==> src/rtl/adc_sample_packer.sv <==
// ============================================================================
// Module      : adc_sample_packer
// Description : Packs a free-running ADC sample stream into PACK-sample
//               AXI-Stream words grouped into fixed-length frames (tlast on
//               the final word). A first-word-fall-through output FIFO
//               absorbs tready stalls; words arriving while it is full are
//               dropped and reported through the sticky overflow flag.
//               Optional macro ADC_PACK_DROP_CNT_EN adds a 32-bit saturating
//               drop counter output (drop_cnt).
// Revision    : 1.0 - initial release
// ============================================================================
`default_nettype none

module adc_sample_packer #(
    parameter int DATA_WIDTH  = 16,
    parameter int PACK        = 4,
    parameter int FRAME_WORDS = 256,
    parameter int FIFO_DEPTH  = 16
) (
    input  logic                       clk,
    input  logic                       rst_n,
    input  logic                       en,
    input  logic [DATA_WIDTH-1:0]      data_in,
    input  logic                       data_val,
    output logic [DATA_WIDTH*PACK-1:0] m_axis_tdata,
    output logic                       m_axis_tvalid,
    input  logic                       m_axis_tready,
    output logic                       m_axis_tlast,
    input  logic                       ovf_clr,
    output logic                       overflow
`ifdef ADC_PACK_DROP_CNT_EN
    ,
    output logic [31:0]                drop_cnt
`endif
);

    localparam int c_WORD_W = DATA_WIDTH * PACK;
    localparam int c_LW     = (PACK > 1) ? $clog2(PACK) : 1;
    localparam int c_WW     = (FRAME_WORDS > 1) ? $clog2(FRAME_WORDS) : 1;
    localparam int c_AW     = $clog2(FIFO_DEPTH);

    localparam logic [c_LW-1:0] c_LANE_LAST = c_LW'(PACK - 1);
    localparam logic [c_WW-1:0] c_WORD_LAST = c_WW'(FRAME_WORDS - 1);

    localparam logic [1:0] c_IDLE = 2'd0;
    localparam logic [1:0] c_RUN  = 2'd1;
    localparam logic [1:0] c_STOP = 2'd2;

    logic [1:0]          r_state;
    logic [1:0]          w_state_nxt;
    logic [c_LW-1:0]     r_lane_cnt;
    logic [c_WW-1:0]     r_word_cnt;
    logic [c_WORD_W-1:0] r_word;
    logic [c_WORD_W-1:0] w_word_nxt;

    logic                w_capture;
    logic                w_word_done;
    logic                w_frame_done;

    // Completed word staged for one cycle before it enters the FIFO
    logic                r_push_vld;
    logic [c_WORD_W-1:0] r_push_data;
    logic                r_push_last;

    // FIFO storage: MSB of each entry carries tlast
    logic [c_WORD_W:0]   r_mem [FIFO_DEPTH];
    logic [c_AW:0]       r_wr_ptr;
    logic [c_AW:0]       r_rd_ptr;
    logic                w_empty;
    logic                w_full;
    logic                w_pop;
    logic                w_push;
    logic                w_drop;
    logic [c_WORD_W:0]   w_head;

    // In IDLE a sample is only taken when it also starts a capture run
    assign w_capture    = data_val & ((r_state != c_IDLE) | en);
    assign w_word_done  = w_capture & (r_lane_cnt == c_LANE_LAST);
    assign w_frame_done = w_word_done & (r_word_cnt == c_WORD_LAST);

    // Merge the incoming sample into its lane of the word under assembly
    always_comb begin
        w_word_nxt = r_word;
        for (int i = 0; i < PACK; i++) begin
            if (r_lane_cnt == c_LW'(i)) begin
                w_word_nxt[i*DATA_WIDTH +: DATA_WIDTH] = data_in;
            end
        end
    end

    // Next-state logic: en is honoured at frame boundaries, frames never truncate
    always_comb begin
        w_state_nxt = r_state;
        case (r_state)
            c_IDLE: begin
                if (w_capture) begin
                    w_state_nxt = c_RUN;
                end
            end
            c_RUN: begin
                if (w_frame_done) begin
                    w_state_nxt = en ? c_RUN : c_IDLE;
                end else if (!en) begin
                    w_state_nxt = c_STOP;
                end
            end
            c_STOP: begin
                if (w_frame_done) begin
                    w_state_nxt = c_IDLE;
                end
            end
            default: w_state_nxt = c_IDLE;
        endcase
    end

    // State, lane/word counters, word assembly and push staging
    always_ff @(posedge clk or negedge rst_n) begin
        if (!rst_n) begin
            r_state     <= c_IDLE;
            r_lane_cnt  <= '0;
            r_word_cnt  <= '0;
            r_word      <= '0;
            r_push_vld  <= 1'b0;
            r_push_data <= '0;
            r_push_last <= 1'b0;
        end else begin
            r_state    <= w_state_nxt;
            r_push_vld <= w_word_done;
            if (w_capture) begin
                r_word     <= w_word_nxt;
                r_lane_cnt <= w_word_done ? '0 : r_lane_cnt + 1'b1;
            end
            if (w_word_done) begin
                r_word_cnt  <= w_frame_done ? '0 : r_word_cnt + 1'b1;
                r_push_data <= w_word_nxt;
                r_push_last <= w_frame_done;
            end
        end
    end

    assign w_empty = (r_wr_ptr == r_rd_ptr);
    assign w_full  = (r_wr_ptr[c_AW] != r_rd_ptr[c_AW]) &&
                     (r_wr_ptr[c_AW-1:0] == r_rd_ptr[c_AW-1:0]);
    assign w_pop   = ~w_empty & m_axis_tready;
    // A pop on the same edge frees the slot, so a full FIFO still accepts
    assign w_push  = r_push_vld & (~w_full | w_pop);
    assign w_drop  = r_push_vld & w_full & ~w_pop;
    assign w_head  = r_mem[r_rd_ptr[c_AW-1:0]];

    // Outputs read zero while nothing is queued
    assign m_axis_tvalid = ~w_empty;
    assign m_axis_tdata  = w_empty ? '0 : w_head[c_WORD_W-1:0];
    assign m_axis_tlast  = ~w_empty & w_head[c_WORD_W];

    // FIFO storage write; contents are don't-care until the pointers cover them
    always_ff @(posedge clk) begin
        if (w_push) begin
            r_mem[r_wr_ptr[c_AW-1:0]] <= {r_push_last, r_push_data};
        end
    end

    // FIFO pointers
    always_ff @(posedge clk or negedge rst_n) begin
        if (!rst_n) begin
            r_wr_ptr <= '0;
            r_rd_ptr <= '0;
        end else begin
            if (w_push) begin
                r_wr_ptr <= r_wr_ptr + 1'b1;
            end
            if (w_pop) begin
                r_rd_ptr <= r_rd_ptr + 1'b1;
            end
        end
    end

    // Sticky overflow: a new drop takes priority over a clear request
    always_ff @(posedge clk or negedge rst_n) begin
        if (!rst_n) begin
            overflow <= 1'b0;
        end else if (w_drop) begin
            overflow <= 1'b1;
        end else if (ovf_clr) begin
            overflow <= 1'b0;
        end
    end

`ifdef ADC_PACK_DROP_CNT_EN
    // Saturating count of dropped words; cleared only by reset
    always_ff @(posedge clk or negedge rst_n) begin
        if (!rst_n) begin
            drop_cnt <= '0;
        end else if (w_drop && (drop_cnt != 32'hFFFF_FFFF)) begin
            drop_cnt <= drop_cnt + 32'd1;
        end
    end
`endif

endmodule

`default_nettype wire

==> config.mk <==
export PLATFORM = sky130hd
export DESIGN_NAME = adc_sample_packer
export DESIGN_NICKNAME = d
export VERILOG_FILES = /design/src/rtl/adc_sample_packer.sv
export SDC_FILE = /design/constraint.sdc
export NUM_CORES = 1
export LEC_CHECK = 0
export CORE_UTILIZATION = 56
export DETAILED_ROUTE_END_ITERATION = 12
export GPL_ROUTABILITY_DRIVEN = 1
export PLACE_DENSITY_LB_ADDON = 0.05
export REMOVE_ABC_BUFFERS = 1
export SLEW_MARGIN = 20
export SYNTH_ARGS = -nofsm -noshare
export SYNTH_HDL_FRONTEND = slang
export SYNTH_SLANG_ARGS = --single-unit
==> constraint.sdc <==
create_clock -name clk -period 3.4 [get_ports clk]
set_clock_uncertainty 0.2 [all_clocks]
set_input_delay 0.68 -clock clk [delete_from_list [all_inputs] [get_ports clk]]
set_output_delay 0.68 -clock clk [all_outputs]
set_load 0.005 [all_outputs]
## After elaboration in Yosys (flattened, before gate mapping)

Memory sizes are Yosys's and may differ from the RTL's.
Index checks and enable logic that the tools add are counted.

- Register bits: 153
- Memory bits (writable): 1040
- Bits of input ports: 22
- Output and inout port bits: 67
- Logic and storage cells: 63
- Memories: 1

Memory list:

| memory | depth | bits a word | read ports | clocked after Yosys merged registers in | wr ports | RTL line | text |
|---|---|---|---|---|---|---|---|
| r_mem | 16 | 65 | 1 | 0 | 1 | 66 | `logic [c_WORD_W:0] r_mem [FIFO_DEPTH];` |

- Add/subtract/negate cells: 4
- Equal/unequal tests: 12
- Mux-type cells: 17
- Bitwise operators: 13
- Reductions and logical operators: 6

Operators with widths:

| cell | count |
|---|---|
| 16-bit 2-to-1 mux | 4 |
| 64-bit 2-to-1 mux | 1 |
| 5-bit by 1-bit adder with 5-bit output (second input constant) | 2 |
| 2-bit 2-to-1 mux | 5 |
| 8-bit by 1-bit adder with 8-bit output (second input constant) | 1 |
| 1-bit bitwise AND | 8 |
| 8-bit equality test (second input constant) | 1 |
| 8-bit 2-to-1 mux | 1 |
| 2-bit equality test (second input constant) | 3 |
| 2-bit one-hot mux with 3 select lines | 1 |
| 5-bit equality test | 1 |
| 1-bit 2-to-1 mux | 5 |
| 2-bit by 1-bit equality test with 1-bit output (second input constant) | 2 |
| 4-bit equality test | 1 |
| 2-bit zero test | 2 |
| 2-bit != test (second input constant) | 2 |
| 2-bit nonzero test | 2 |
| 3-bit != test (second input constant) | 1 |
| 1-bit inverter | 3 |
| 3-bit AND reduction | 1 |
| 2-bit by 1-bit adder with 2-bit output (second input constant) | 1 |
| 1-bit OR | 2 |
| 1-bit logical AND | 1 |
| 1-bit != test | 1 |

## Depth between registers and ports, before layout

- Depth in word-level cells: 7
- Depth in mapped cells: 7
- Mapped depth without buffers: 6

## Worst setup path before layout

No wires, ideal clock.

- Path kind: in2reg
- From: input port m_axis_tready
- To: memory r_mem[11][0] (netlist name) (enable)
- Library setup time: 0.430 ns
- Arrival time: 2.813 ns
- Data required time: 2.770 ns
- Setup slack: -0.043 ns
- Cell stages on the path: 4
- Path buffers: 1
- Cell sequence: nand2b_1 > o21a_1 > buf_2 > and3_1

- Word-level cells in the longest chain between the ends: 5

Ends and longest elaborated chain:

| what | RTL line | text |
|---|---|---|
| start, declared | 27 | `input logic m_axis_tready,` |
| 1-bit bitwise AND | 144 | `assign w_pop = ~w_empty & m_axis_tready;` |
| 1-bit OR | 146 | `assign w_push = r_push_vld & (~w_full \| w_pop);` |
| 1-bit bitwise AND | 146 |  |
| 1-bit 2-to-1 mux | 157 | `if (w_push) begin` |
| 1-bit 2-to-1 mux (implied by the code) | 158 | `r_mem[r_wr_ptr[c_AW-1:0]] <= {r_push_last, r_push_data};` |
| end, declared | 66 |  |

Every way passes these cells.

## Worst setup path after layout

- From: register r_rd_ptr[0]
- To: output port m_axis_tdata[18]

- Word-level cells in the longest chain between the ends: 2
- Elaborated cells on any way between the ends: 3
- Classes of those cells: eq/ne (1); mux (1); memory (1)

Ends and longest elaborated chain:

| what | RTL line | text |
|---|---|---|
| start, declared | 68 | `logic [c_AW:0] r_rd_ptr;` |
| start signal, assigned | 172 | `r_rd_ptr <= r_rd_ptr + 1'b1;` |
| memory read 16 x 65 bit or 5-bit equality test (tied branches) | n/a |  |
| 64-bit 2-to-1 mux * | 152 | `assign m_axis_tdata = w_empty ? '0 : w_head[c_WORD_W-1:0];` |
| end, declared | 25 | `output logic [DATA_WIDTH*PACK-1:0] m_axis_tdata,` |

Every way passes the cells marked *; elsewhere a longest branch is shown, timed or not.

==> summary.md <==
| Metric | Value |
|---|---|
| Post-layout min period | `3.62 ns` |
| Cell depth of the worst flop-to-flop path | `8` |
| Hold path startpoint | `r_word[44]$_DFFE_PN0P_` |
| Routed WL per cell | `31.0 µm` |
| Area of the multi-input gates | `0.0105 mm²` |
| Max-cap viol count | `0` |
| Max-slew headroom | `52.1%` |
| Max Root-Sink Buffers | `3` |
| RSZ-0062 raised after global routing | `yes` |
| Placement Rows | `103` |
| Placement Setup Slack | `~0.12 ns` |
| Worst setup path end | `m_axis_tdata[18]` |
| Violated checks | `negative setup slack` |
| Largest net degree at the start of global routing | `118` |
| Power Density | `896 mW/mm²` |
| CP Launch Type | `register` |
| Syn Inst Count | `2,113` |
| Post-Syn Area per Cell | `21.3 µm²` |
| Via count | `about 23k` |
| Placer Congestion | `0.760` |
| CTS clk-pin slew, worst paths | `around 0.060 ns` |
| Gr usage total | `roughly 28%` |
| Endpoints failing hold | `0` |
| Core area | `0.0791 mm²` |
| Commonest non-fill, non-tap cells in the layout | `edfxtp_1, mux4_2, dfrtp_1, clkbuf_16, buf_4` |
| Class of the most critical setup path | `register to output port` |
| Synth warn | `0` |
| Clock Latency Late Sink | `0.68 ns` |
| R2R setup slack | `0.76 ns` |
| Root buf cell | `clkbuf_16` |
| Most common cell after layout, fill and taps aside | `edfxtp_1` |
| CTS sink cnt | `1,177` |
| Fmax | `276 MHz` |
| Worst path arrival time | `2.74 ns` |
| Register area share after synthesis | `77.1%` |
| Antenna viol nets, final | `0` |
| Final instance area | `0.0552 mm²` |
| # DRC | `0` |
| Netlist cell types | `44` |
| Register area | `between 0.03 and 0.04 mm²` |
| Number of global-route vias before repair | `23.0k` |
| Total power | `49.5 mW` |
| GRT overflow | `0` |
| CP Launch Point | `r_rd_ptr[0]$_DFFE_PN0P_` |
| Syn-to-layout area delta | `22.8%` |
| Crit share post-route | `106%` |
| Main flop type after synthesis | `edfxtp_1` |
| Worst-Margin Slew | `0.715 ns` |
| Post-placement cell area | `0.0485 mm²` |
| Die X | `285 µm` |
| Core Util, Final | `69.8%` |
| Starting Density | `56.8%` |
| Avg Vias per Cell | `6.32` |
| Worst r2r src | `r_rd_ptr[0]$_DFFE_PN0P_` |
| First-pass GRT wire length | `160,000 µm` |
| Status | `finished with violations` |
| Final #Nets | `roughly 2.5k` |
| Hpwl dp | `57,000 µm` |
| Share of layout cells above drive strength 1 | `37.9%` |
| Initial antenna violation count | `4` |
| DRT Pass-1 Iters | `5` |
| Worst min path class | `register to register` |
| Port bufs | `88` |
| Final wirelength | `113,000 µm` |
| Required time of the critical path | `2.52 ns` |
| Post-synthesis async set-or-reset flop share | `11.6%` |
| Fillers | `4,897` |
| Clock buffer count from CTS | `116` |
| H-Tree Level Count | `3` |
| Die area | `0.0814 mm²` |
| Io pins | `slightly below 90` |
| LEAKAGE | `18.7 nW` |
| Synthesized cell area | `~0.045 mm²` |
| Worst r2r dst | `r_mem[4][4]$_DFFE_PP_` |
| #FFs+latches synth | `around 1.2k` |
| Count of final max-slew check failures | `0` |
| VDD IR max | `691 µV` |
| Hold slack | `0.292 ns` |
| Setup WS post-layout | `-0.219 ns` |
| Final setup violating endpoints | `65` |
| Element type at the critical path end | `output port` |
| Critical path peak fanout | `6` |
| Post-synth EDFFs | `1,040` |
| CTS tree | `done` |
| Iteration-0 DRC Markers | `between 2k and 2.5k` |
| Die height | `285 µm` |
worst min path at each step:
stage	endpoint	slack [ns]	cells after the start
after detailed placement	r_word_cnt[7]$_DFFE_PN0P_	0.28	1
after global placement	r_word_cnt[7]$_DFFE_PN0P_	0.27	1
after global routing	r_word_cnt[7]$_DFFE_PN0P_	0.30	1
final	r_word[44]$_DFFE_PN0P_	0.29	1
after CTS	r_word_cnt[7]$_DFFE_PN0P_	0.29	1
after floorplan	overflow$_DFFE_PN0P_	0.18	0
stage by stage:
step                      setup TNS (ns)  instances
after floorplan                        -       1991
after global placement                 0       3248
after detailed placement               0       3248
after CTS                         -19.00       3532
after global routing              -13.07       3640
final                              -8.65       3641
power breakdown:
| part | leakage (nW) | internal (mW) | switching [mW] | total (mW) |
|---|---|---|---|---|
| combinational | 5.67 | 8.68 | 7.77 | 16.5 |
| clock | 1.90 | 7.55 | 5.30 | 12.8 |
| sequential | 11.2 | 18.2 | 1.91 | 20.2 |
worst max-delay path: stages, from the launching register on:
cell and delay, ns:
dfrtp_4 0.55, buf_12 0.18, buf_16 0.15, buf_8 0.13, buf_4 0.13, mux4_2 0.45, a22oi_2 0.24, a21oi_2 0.11
clkbuf_2 0.13
flip-flops by register name, indices dropped and copies added (netlist names):
register and cells:
r_push_last 1, r_word 48, r_push_data 64, r_wr_ptr 5, r_rd_ptr 5, overflow 1
r_mem 1040, r_lane_cnt 2, r_word_cnt 8, r_push_vld 1, r_state 2
logic make-up (layout without fill, tap and decap cells):
| group | Yosys count | count (layout) | synth area share (%) |
|---|---|---|---|
| AO/OA/AOI/OAI | 263 | 263 | 3.73 |
| XOR/XNOR | 19 | 19 | 0.370 |
| adder cells (fa/ha/maj) | 10 | 10 | 0.278 |
| buffers and inverters | 132 | 607 | 1.58 |
| flip-flops | 1177 | 1177 | 77.1 |
| multiplexers | 359 | 359 | 15.4 |
| other | 0 | 3 | 0 |
| AND/OR/NAND/NOR | 153 | 153 | 1.54 |
per-layer routing:
metal | global-route usage, % | part of all wire [%] | up-vias | wire [µm]
met5 | 0 | 0 | - | 0
met4 | 6.89 | 1.9 | 0 | 2170
met3 | 4.02 | 7.1 | 143 | 8030
met2 | 43.3 | 49 | 927 | 55000
met1 | 41.3 | 42 | 12400 | 47600
li1 | - | - | 9525 | -
synthesized netlist by cell type (2+ instances only):
cell,number,area [µm²]
nand4_1,4,25.0
mux2_1,31,349
nand3_1,3,15.0
nand2_1,105,394
buf_6,17,191
buf_2,54,270
buf_4,5,37.5
o21ai_1,2,10.0
a21oi_1,70,350
nor2b_1,3,18.8
o211ai_1,2,15.0
xor2_1,4,35.0
xnor2_1,15,131
and3_1,13,81.3
buf_1,7,26.3
clkbuf_1,39,146
dfrtp_1,137,3430
mux2i_1,49,490
mux4_2,260,5860
nor2_1,9,33.8
inv_2,2,7.51
a22oi_1,130,976
nand2_2,3,18.8
mux2_2,19,214
and4b_1,4,40.0
and2_1,2,12.5
ha_1,10,125
o21ai_0,52,260
inv_1,8,30.0
edfxtp_1,1040,31200
area by class of cell:
type | instances | share of cell area, %
diodes | 3 | 0.0136
clock buffers | 167 | 6.03
clock inverters | 54 | 0.984
inverters | 10 | 0.0725
multi-input cells | 804 | 18.9
flip-flops and latches | 1177 | 62.8
well taps | 1050 | 2.38
repair buffers | 376 | 8.78
repair_timing:
action,in CTS,in global routing
hold buffers,1,0
buffers inserted,50,106
endpoints found under the setup margin,66,66
gates cloned,14,11
endpoints found under the hold margin,51,0
pin swaps,39,84
gates resized for setup,263,194
Note: power is estimated with default switching activity, not from simulation.
